## config.mk

```make
export PLATFORM = sky130hd
export DESIGN_NAME = sync_bus_rx_ctrl
export DESIGN_NICKNAME = d
export VERILOG_FILES = /design/src/rtl/sync_bus_rx_ctrl.sv
export SDC_FILE = /design/constraint.sdc
export NUM_CORES = 1
export LEC_CHECK = 0
export ABC_AREA = 1
export CORE_ASPECT_RATIO = 0.7
export CORE_UTILIZATION = 38
export CTS_CLUSTER_SIZE = 12
export DETAILED_ROUTE_END_ITERATION = 10
export GPL_ROUTABILITY_DRIVEN = 0
export HOLD_SLACK_MARGIN = 0.05
export PLACE_DENSITY = 0.75
export RECOVER_POWER = 50
export SLEW_MARGIN = 5
export SYNTH_ARGS = -nofsm -noshare
export SYNTH_HDL_FRONTEND = slang
export SYNTH_SLANG_ARGS = --single-unit
```

## constraint.sdc

```tcl
create_clock -name clk -period 1.45 [get_ports clk]
set_clock_uncertainty 0.15 [all_clocks]
set_input_delay 0.145 -clock clk [delete_from_list [all_inputs] [get_ports clk]]
set_output_delay 0.145 -clock clk [all_outputs]
set_load 0.02 [all_outputs]
```

## src/rtl/sync_bus_rx_ctrl.sv

```systemverilog
// -----------------------------------------------------------------------------
// sync_bus_rx_ctrl
//
// Destination-side sequencer for a multi-bit clock-domain crossing using a
// toggle request / toggle acknowledge handshake. The source toggles async_req
// with async_data already stable. This block:
//   - synchronizes the request through a DEPTH-flop chain,
//   - waits a settle window,
//   - captures the quasi-static bus,
//   - presents the word with valid/ready,
//   - toggles async_ack back once the word is accepted.
//
// Optional feature macro: SYNC_BUS_RX_PARITY_EN
//   When defined, adds async_par (even parity over async_data) and a sticky
//   parity_err. A word that fails parity is dropped: it is not presented, and
//   async_ack still toggles so the source can continue.
//
// Parameters
//   WIDTH          data bus width
//   DEPTH          synchronizer stages on async_req (>= 2)
//   SETTLE_CYCLES  extra cycles between request detection and capture (>= 0)
//
// Ports
//   clk          destination clock
//   arst_n       asynchronous active-low reset
//   async_req    toggle request from the source domain (asynchronous)
//   async_data   source bus, stable from req toggle until ack toggle
//   async_par    (parity build only) even parity over async_data
//   async_ack    toggle acknowledge back to the source (registered)
//   dout         captured word
//   dout_valid   captured word available
//   dout_ready   downstream accepts dout
//   busy         controller is not idle
//   overrun_err  sticky: source toggled again before receiving ack
//   parity_err   (parity build only) sticky: captured word failed parity
//   err_clr      synchronous clear of the sticky error flags (a set wins)
//
// Timing: sync_q[0] and the dout capture input from async_data need
// false-path constraints.
// -----------------------------------------------------------------------------
module sync_bus_rx_ctrl #(
    parameter int unsigned WIDTH         = 32,
    parameter int unsigned DEPTH         = 2,
    parameter int unsigned SETTLE_CYCLES = 2
) (
    input  logic             clk,
    input  logic             arst_n,
    input  logic             async_req,
    input  logic [WIDTH-1:0] async_data,
`ifdef SYNC_BUS_RX_PARITY_EN
    input  logic             async_par,
    output logic             parity_err,
`endif
    output logic             async_ack,
    output logic [WIDTH-1:0] dout,
    output logic             dout_valid,
    input  logic             dout_ready,
    output logic             busy,
    output logic             overrun_err,
    input  logic             err_clr
);

    localparam int unsigned CNT_W = (SETTLE_CYCLES > 0) ? $clog2(SETTLE_CYCLES + 1) : 1;

    // The cycle that detects the request is itself the first settle cycle.
    // For this reason the counter is loaded with SETTLE_CYCLES-1. With no
    // settle window at all, the capture happens straight from IDLE. This
    // places dout_valid on edge DEPTH+SETTLE_CYCLES+1 after the request
    // is first sampled.
    localparam logic [CNT_W-1:0] CNT_LOAD =
        CNT_W'((SETTLE_CYCLES > 0) ? (SETTLE_CYCLES - 1) : 0);

    typedef enum logic [1:0] {
        ST_IDLE    = 2'd0,
        ST_SETTLE  = 2'd1,
        ST_PRESENT = 2'd2,
        ST_DROP    = 2'd3
    } state_t;

`ifdef SYNC_BUS_RX_PARITY_EN
    function automatic logic parity_mismatch(input logic [WIDTH-1:0] data, input logic par);
        return (^data) != par;
    endfunction
`endif

    logic [DEPTH-1:0] sync_q;
    logic             req_s;
    logic             req_seen_q;
    logic             req_edge;

    state_t           state_q,  state_nx;
    logic [CNT_W-1:0] cnt_q,    cnt_nx;
    logic [WIDTH-1:0] dout_q,   dout_nx;
    logic             valid_q,  valid_nx;
    logic             ack_q,    ack_nx;
    logic             ovr_q,    ovr_nx;
    logic             busy_q;
    logic             capture;
    logic             par_bad;
`ifdef SYNC_BUS_RX_PARITY_EN
    logic             par_q,    par_nx;
`endif

    assign req_s    = sync_q[DEPTH-1];
    // req_seen follows req_s every cycle. A toggle that arrives while a
    // transfer is in flight is therefore consumed here. It never starts a
    // second transfer.
    assign req_edge = req_s ^ req_seen_q;

`ifdef SYNC_BUS_RX_PARITY_EN
    assign par_bad  = parity_mismatch(async_data, async_par);
`else
    assign par_bad  = 1'b0;
`endif

    // ---- request synchronizer ----
    always_ff @(posedge clk or negedge arst_n) begin
        if (!arst_n) begin
            sync_q     <= '0;
            req_seen_q <= 1'b0;
        end else begin
            sync_q     <= {sync_q[DEPTH-2:0], async_req};
            req_seen_q <= req_s;
        end
    end

    // ---- next-state / next-output logic ----
    always_comb begin
        state_nx = state_q;
        cnt_nx   = cnt_q;
        dout_nx  = dout_q;
        valid_nx = valid_q;
        ack_nx   = ack_q;
        ovr_nx   = ovr_q;
        capture  = 1'b0;
`ifdef SYNC_BUS_RX_PARITY_EN
        par_nx   = par_q;
`endif

        // Clear first. Any set below in the same cycle overrides the clear.
        if (err_clr) begin
            ovr_nx = 1'b0;
`ifdef SYNC_BUS_RX_PARITY_EN
            par_nx = 1'b0;
`endif
        end

        case (state_q)
            ST_IDLE: begin
                if (req_edge) begin
                    if (SETTLE_CYCLES == 0) begin
                        capture = 1'b1;
                    end else begin
                        state_nx = ST_SETTLE;
                        cnt_nx   = CNT_LOAD;
                    end
                end
            end
            ST_SETTLE: begin
                if (req_edge) ovr_nx = 1'b1;
                if (cnt_q != '0) cnt_nx  = cnt_q - CNT_W'(1);
                else             capture = 1'b1;
            end
            ST_PRESENT: begin
                if (req_edge) ovr_nx = 1'b1;
                if (valid_q && dout_ready) begin
                    valid_nx = 1'b0;
                    ack_nx   = ~ack_q;
                    state_nx = ST_IDLE;
                end
            end
            ST_DROP: begin
                // The word was discarded. Acknowledge it anyway so the
                // source is released.
                if (req_edge) ovr_nx = 1'b1;
                ack_nx   = ~ack_q;
                state_nx = ST_IDLE;
            end
            default: state_nx = ST_IDLE;
        endcase

        if (capture) begin
            if (par_bad) begin
`ifdef SYNC_BUS_RX_PARITY_EN
                par_nx   = 1'b1;
`endif
                state_nx = ST_DROP;
            end else begin
                dout_nx  = async_data;
                valid_nx = 1'b1;
                state_nx = ST_PRESENT;
            end
        end
    end

    // ---- state and output registers ----
    always_ff @(posedge clk or negedge arst_n) begin
        if (!arst_n) begin
            state_q <= ST_IDLE;
            cnt_q   <= '0;
            dout_q  <= '0;
            valid_q <= 1'b0;
            ack_q   <= 1'b0;
            ovr_q   <= 1'b0;
            busy_q  <= 1'b0;
`ifdef SYNC_BUS_RX_PARITY_EN
            par_q   <= 1'b0;
`endif
        end else begin
            state_q <= state_nx;
            cnt_q   <= cnt_nx;
            dout_q  <= dout_nx;
            valid_q <= valid_nx;
            ack_q   <= ack_nx;
            ovr_q   <= ovr_nx;
            busy_q  <= (state_nx != ST_IDLE);
`ifdef SYNC_BUS_RX_PARITY_EN
            par_q   <= par_nx;
`endif
        end
    end

    assign async_ack   = ack_q;
    assign dout        = dout_q;
    assign dout_valid  = valid_q;
    assign busy        = busy_q;
    assign overrun_err = ovr_q;
`ifdef SYNC_BUS_RX_PARITY_EN
    assign parity_err  = par_q;
`endif

endmodule

```

* Word level (Yosys, flattened, before mapping)
Index checks and enable logic that the tools add are counted.
** Storage, ports and cells
- Register bits after elaboration :: 43
- Output and inout bits :: 36
- Logic and storage cells :: 47
** Operators by class
- $add $sub $neg :: 1
- Eq/ne operators :: 6
- Muxes and demuxes :: 17
- Bitwise gates (word level) :: 2
- Reduce and logical (&&, ||, !) cells :: 12
** Operators by type and width (count)
- $reduce_bool 2->1 :: 6
- $mux 2 :: 5
- $mux 1 :: 9
- $ne 2x2->1 const B :: 3
- $pmux 2 s3 :: 1
- $eq 2x2->1 const B :: 2
- $pmux 2 s2 :: 1
- $reduce_and 2->1 :: 2
- $reduce_and 3->1 :: 1
- $reduce_or 3->1 :: 1
- $eq 2x1->1 const B :: 1
- $logic_not 2->1 :: 1
- $pmux 1 s2 :: 1
- $sub 2x1->2 const B :: 1
- $logic_and 1x1->1 :: 1
- $not 1->1 :: 1
- $xor 1x1->1 :: 1

* Logic depth before layout (Yosys ltp)
Gate-level depths: netlist of the first run.
- Depth after elaboration :: 5
- Depth in mapped cells :: 7
- Depth with buffers taken out :: 6

* Worst setup path after synthesis of the first run
No wires, ideal clock.
- Path type :: register -> register
- Start :: reg cnt_q[0]
- End :: reg dout_q[10] (netlist: dout[10])
- Setup time :: 0.066 ns
- Arrival time :: 1.164 ns
- Required time :: 1.234 ns
- Path slack :: 0.070 ns
- Stages on the path, launching flop included :: 7
- Path buffers :: 2
- Clock period less this slack :: 1.380 ns
- Cells stage by stage :: dfrtp_1 > inv_1 > ha_1 > buf_2 > clkbuf_1 > nand3_1 > nand2_1
** On the way
- Cells in the longest elaborated chain, start to end :: 3
** Ends and longest elaborated chain
- start: declaration :: RTL line 92 : logic [CNT_W-1:0] cnt_q, cnt_nx;
- start signal: assignment :: RTL line 211 : cnt_q <= cnt_nx;
- $reduce_bool 2->1 :: RTL line 161 : if (cnt_q != '0) cnt_nx = cnt_q - CNT_W'(1);
- $mux 1 :: RTL line 161
- $mux 1 :: RTL line 148 : case (state_q)
- end signal: assignment :: RTL line 212 : dout_q <= dout_nx;
- end: declaration :: RTL line 93 : logic [WIDTH-1:0] dout_q, dout_nx;
Every way passes these cells.
A chain may end at the register's enable or synchronous reset.

* Worst setup path in the final report of the first run
- Start :: reg cnt_q[0]
- End :: reg dout_q[19] (netlist: dout[19])
Same word-level chain as after synthesis.

==> results of run 1 <==
flip-flops by register name (all words and copies together) (netlist names):
signal / cells
state_q: 2
cnt_q: 2
overrun_err: 1
async_ack: 1
busy: 1
dout_valid: 1
sync_q: 2
req_seen_q: 1
dout: 32
logic make-up (layout without fill, tap and decap cells):
logic type / after synthesis / after routing / synth area share [%]
flip-flops: 43 / 43 / 61.8
adder cells (fa/ha/maj): 1 / 1 / 0.719
AND/OR/NAND/NOR: 125 / 125 / 31.3
buffers and inverters: 19 / 96 / 5.03
XOR/XNOR: 1 / 1 / 0.503
AO/OA/AOI/OAI: 2 / 2 / 0.647
worst max path at each step:
stage	end	cells past startpoint	start
6_report	dout[19]	5	cnt_q[0]
5_1_grt	cnt_q[1]	4	state_q[1]
4_1_cts	dout[18]	5	cnt_q[0]
3_5_place_dp	dout[11]	4	state_q[1]
3_3_place_gp	dout[27]	4	state_q[1]
2_1_floorplan	dout[10]	6	cnt_q[0]
worst register-to-register path, cell delays in order (launching register included):
cell	delay [ns]
dfrtp_1	0.39
inv_1	0.06
ha_2	0.28
buf_6	0.23
nand3_1	0.10
nand2_1	0.08
repair_timing:
item | 4_1_cts | 5_1_grt
setup endpoints to repair | 40 | 36
endpoints found under the hold margin | 43 | 0
hold buffers | 1 | 0
pin swaps | 0 | 2
resized for setup | 38 | 3
buffers inserted | 0 | 1
through the flow:
| step | utilization [%] | hold WS [ns] | setup slack (ns) | area (um2) |
|---|---|---|---|---|
| after detailed placement | 57.6 | -0.0146 | 0.00655 | 2520 |
| after CTS | 58.9 | 0.148 | 0.00286 | 2580 |
| after global placement | 57.6 | -0.0120 | 0.0235 | 2520 |
| after floorplan | - | -0.301 | 0.0704 | 1740 |
| final | 59.0 | 0.204 | 0.103 | 2580 |
| after global routing | 59.0 | 0.216 | -0.00290 | 2580 |
cell usage after synthesis, drive strengths merged:
library cell / count
nand4: 2
nor2: 3
inv: 9
o22ai: 1
clkbuf: 2
xnor2: 1
buf: 8
a21oi: 1
dfrtp: 43
nand2: 83
ha: 1
nand3: 37
power by group through the flow:
| stage | clock [mW] | sequential, mW | combinational [mW] |
|---|---|---|---|
| after floorplan | 0 | 2.68 | 1.23 |
| after global placement | 0 | 2.11 | 3.16 |
| after detailed placement | 0 | 2.12 | 3.23 |
| after CTS | 0.732 | 2.09 | 2.93 |
| after global routing | 0.780 | 2.18 | 3.27 |
| final | 0.707 | 2.10 | 2.94 |
area by class of cell:
class | count | area (um2)
inverter | 9 | 33.8
multi-input combinational | 129 | 588
tap | 55 | 68.8
timing repair buffer | 79 | 733
sequential | 43 | 1080
clock buffer | 7 | 76.3
fill | 400 | 1800
clock inverter | 1 | 5.00
routing by layer:
metal	vias up	share of wire (%)	GRT usage (%)
li1	756	-	-
met1	694	47	24.8
met2	64	44	28.0
met3	5	9.2	6.45
met4	0	0.65	4.43
met5	-	0	0
==> results_dict.tcl, run 1 <==
set metrics [dict create \
    outcome "complete, no violations" \
    postSynthCellCount 191 \
    critPathRequiredTime_ns 1.52 \
    final_cell_mix "nand2_1, dfrtp_1, nand3_1" \
    tightest_slew_ns 0.569 \
    finalSetupTns_ns 0 \
    hold_depth 0 \
    clockBufferDepth 2 \
    whs_endpoint "sync_q[1]" \
    hp-class "register to register" \
    clkTransAtPathRegs_ns 0.07 \
    die_w_um 82.9 \
    syn_nets 229 \
    dieArea_um2 4860 \
    drc_errors 0 \
    ys_ff_latch 43 \
    pwr-share-seq_pct 36.5 \
    routedWlPerCell_um 12.3 \
    rows 20 \
    clkLatencyLatePin_ns 0.28 \
    netlist_area_um2 1740 \
    cap_violations 0 \
    setup_viol 0 \
    via_count 1519 \
    min_period_ns 1.35 \
    maxSlewHeadroom_pct 62.1 \
    p_leak_nw 1.36 \
    overflow 0 \
    io-pin-count 73 \
    p_int_mw 3.21 \
    power_mw 5.75 \
    cts_buffers 5 \
    synth_top_area_cell "dfrtp_1" \
    ys_types 17 \
    layout.cells.most_common "nand2_1" \
    critPathMaxStageDelay_ns 0.39 \
    drive_gt1_share_pct 7.09 \
    critical_path_buf_inv_count 2 \
    dp_hpwl_um 2720 \
    drt_iter0_drc 64 \
    vdd_drop_max_mv 1.02 \
    r2r_end "dout[19]" \
    port_buffers 72 \
    viasPerCell 4.70 \
    setup.worst_path.start_class "register" \
    synthTopCellsByArea "dfrtp_1, nand2_1, nand3_1" \
    grt_max_degree 44 \
    path_delay_family "flip-flops" \
    cts_tree "yes" \
    cellPowerDensity_nw_per_um2 2230 \
    die-height_um 58.6 \
    synth_area_per_cell_um2 9.11 \
    p_clk_share_pct 12.3 \
    layout.cells.non_filler 323 \
    slowest_stage "dfrtp_1" \
    fin_nets 305 \
    path_cells "inv_1, ha_2, buf_6, nand3_1, nand2_1" \
    slew_violations 0 \
    period_share_pct 92.9 \
    root_buffer "clkbuf_8" \
    antenna_found_initial 0 \
    coreArea_um2 4380 \
    seq_area_frac_synth_pct 61.8 \
    diodes 0 \
    grt_pass1_vias 1493 \
    crit_type "register to register" \
    hold_viol 0 \
    worst_ep_arrival_time_ns 1.42 \
    worst_setup_path_end_kind "register" \
    clock_sinks 43 \
    synth_top_cell_area_share_pct 61.8 \
    dp.cells 313 \
    firstDrtPassIters 4 \
    initial_core_util_pct 39.7 \
    syn2layout_area_growth_pct 48.4 \
    regToRegSetupSlack_ns 0.10 \
    grt_pass1_wl_um 7000 \
    htreeDepth 2 \
    switchingPower_mw 2.54 \
    r2r_start "cnt_q[0]" \
    ant_nets 0 \
    fmax_mhz 742 \
    totalWireLength_um 3970 \
    min_from "sync_q[0]" \
    cp_max_fo 21 \
    track_usage_pct 18.1 \
    ys_warn_count 0 \
    p_sw_share_pct 44.1 \
    r2r.worst_path.cells 5 \
    pwr-share-comb_pct 51.2 \
]
(Power assumes the default switching activity.)
==> inputs of run 2 (changes only) <==
- ABC_AREA: 1 -> unset
- CORE_ASPECT_RATIO: 0.7 -> unset
==> run 2 against run 1 <==
Net effect:
- the flow now finishes with violations (setup timing)
- fmax shrank 15%
- global-route usage shrank 1.5 points
- first-iteration DRC count shrank 66%
- largest cell class unchanged
- largest power group is now registers
==> results_dict.tcl, run 2 <==
set metrics [dict create \
    min_from "sync_q[0]" \
    r2r_end "dout[5]" \
    grt_max_degree 44 \
    setup.worst_path.start_class "register" \
    outcome "complete, but fails checks" \
    coreArea_um2 4410 \
    seq_area_frac_synth_pct 60.9 \
    diodes 0 \
    r2r_start "cnt_q[0]" \
    finalSetupTns_ns -3.76 \
    drive_gt1_share_pct 30.6 \
    synth_top_cell_area_share_pct 60.9 \
    ys_warn_count 0 \
    synth_ff_type "dfrtp_1" \
    final_cell_mix "dfrtp_1, dlygate4sd2_1, clkdlybuf4s50_1" \
    route.met2.wl_um 1970 \
    regToRegSetupSlack_ns -0.14 \
    violations "setup timing" \
    cp_max_fo 19 \
    pwr-share-comb_pct 12.9 \
    worst_ep_arrival_time_ns 1.61 \
    rsz0062_at_grt "yes" \
    fin_nets 233 \
    syn2layout_area_growth_pct 53.7 \
    vdd_drop_max_mv 0.562 \
    grt_pass1_wl_um 6310 \
    min_period_ns 1.59 \
    clkTransAtPathRegs_ns 0.08 \
    via_count 1169 \
    clkLatencyLatePin_ns 0.29 \
    synth_area_per_cell_um2 16.3 \
    ant_nets 0 \
    clock_sinks 43 \
    fmax_mhz 630 \
    p_int_mw 1.95 \
    firstDrtPassIters 4 \
    postSynthCellCount 108 \
    track_usage_pct 16.7 \
    netlist_area_um2 1770 \
    rows 24 \
    slew_violations 0 \
    grt_pass1_vias 1354 \
    cts_buffers 5 \
    htreeDepth 2 \
    yosys-top-cells-count "dfrtp_1, mux2_4, mux2_2, nand2_1, nor2_1" \
    port_buffers 72 \
    pwr-share-seq_pct 50.4 \
    setup_viol 32 \
    tightest_slew_ns 0.582 \
    synthTopCellsByArea "dfrtp_1, mux2_4, mux2_2" \
    p_sw_share_pct 23.1 \
    worst_setup_path_end_kind "register" \
    critPathRequiredTime_ns 1.48 \
    totalWireLength_um 3790 \
    finalCoreUtilization_pct 61.5 \
    hp-class "register to register" \
    largest_register_ff_count 32 \
    layout.cells.most_common "dfrtp_1" \
    async_reset_ff_share_pct 100 \
    dieArea_um2 4920 \
    period_share_pct 109 \
    crit_type "register to register" \
    io-pin-count 73 \
    switchingPower_uw 586 \
    die_w_um 70.2 \
    wl_met1_um 1490 \
    syn_nets 146 \
    root_buffer "clkbuf_8" \
    routed.top_layer "met4" \
    whs_endpoint "sync_q[1]" \
    routedWlPerCell_um 15.3 \
    clockBufferDepth 2 \
    synth_top_area_cell "dfrtp_1" \
    cellPowerDensity_nw_per_um2 935 \
    maxSlewHeadroom_pct 61.2 \
    r2r.worst_path.cells 6 \
    cap_violations 0 \
    cts_tree "yes" \
    p_leak_nw 1.35 \
    setup_ws_ns -0.136 \
    ys_ff_latch 43 \
    worstSetupStartpoint "cnt_q[0]" \
    overflow 0 \
    antenna_found_initial 0 \
    hold_viol 0 \
    drc_errors 0 \
    hold_depth 0 \
    synth_edf_count 0 \
    p_clk_share_pct 36.7 \
    dp_hpwl_um 2810 \
    ys_types 22 \
    viasPerCell 4.71 \
    yosysMostFrequentCell "dfrtp_1" \
    die-height_um 70.2 \
    dr_wl_met3_um 256 \
    initial_core_util_pct 40.0 \
    drt_iter0_drc 22 \
]
==> run 2: worst max-delay path, stage by stage, from the launching register on <==
cell and delay, ns:
dfrtp_1 0.39, inv_2 0.08, ha_4 0.12, nor2b_4 0.17, nand2_4 0.08, buf_12 0.17, mux2_4 0.30
==> run 2: cell families (layout without fill, tap and decap cells) <==
| kind of cell | Yosys count | count (layout) | share of synthesized area, % |
|---|---|---|---|
| buffers and inverters | 7 | 95 | 2.83 |
| AND/OR/NAND/NOR | 12 | 12 | 3.69 |
| AO/OA/AOI/OAI | 10 | 10 | 3.83 |
| multiplexers | 33 | 33 | 27.0 |
| flip-flops | 43 | 43 | 60.9 |
| XOR/XNOR | 2 | 2 | 0.992 |
| adder cells (fa/ha/maj) | 1 | 1 | 0.709 |
==> run 2: per-stage QoR <==
stage	area, um2	cells	hold WS (ns)	setup WS [ns]	power, mW
after floorplan	1790	108	-0.301	-0.111	1.43
after global placement	2620	238	0.0887	-0.0976	1.66
after detailed placement	2620	238	0.100	-0.152	1.67
after CTS	2710	248	0.152	-0.144	2.57
after global routing	2710	248	0.212	-0.175	2.64
final	2710	248	0.205	-0.136	2.54
==> run 2: power groups by stage <==
stage / Clock, mW / Combinational [mW] / Sequential [mW]
final: 0.932 / 0.327 / 1.28
after detailed placement: 0 / 0.365 / 1.30
after CTS: 0.954 / 0.333 / 1.28
after global placement: 0 / 0.355 / 1.30
after floorplan: 0 / 0.0675 / 1.36
after global routing: 1.01 / 0.348 / 1.29
==> run 2: what timing repair did <==
item,4_1_cts,5_1_grt
endpoints found under the setup margin,68,33
buffers inserted,1,0
hold buffers,1,0
resized for setup,36,2
hold endpoints to repair,43,0
pin swaps,0,0
==> run 2: layer usage <==
| metal | global-route usage, % | vias up |
|---|---|---|
| li1 | - | 543 |
| met3 | 5.63 | 7 |
| met2 | 28.7 | 46 |
| met4 | 6.00 | 0 |
| met1 | 19.2 | 573 |
| met5 | 0 | - |
==> run 2: cell type report <==
type	instances	area [um2]
clock buffers	5	68.8
clock inverters	3	43.8
fillers	324	1700
inverters	3	11.3
multi-input cells	58	661
flip-flops and latches	43	1080
well taps	52	65.1
repair buffers	84	788
==> run 2: worst max-delay path by stage <==
stage          endpoint  slack [ns]  cells after the start
6_report        dout[5]       -0.14                      6
5_1_grt         dout[5]       -0.18                      6
4_1_cts         dout[5]       -0.14                      6
3_5_place_dp   dout[30]       -0.15                      6
3_3_place_gp   dout[29]        -0.1                      6
2_1_floorplan  dout[10]       -0.11                      6
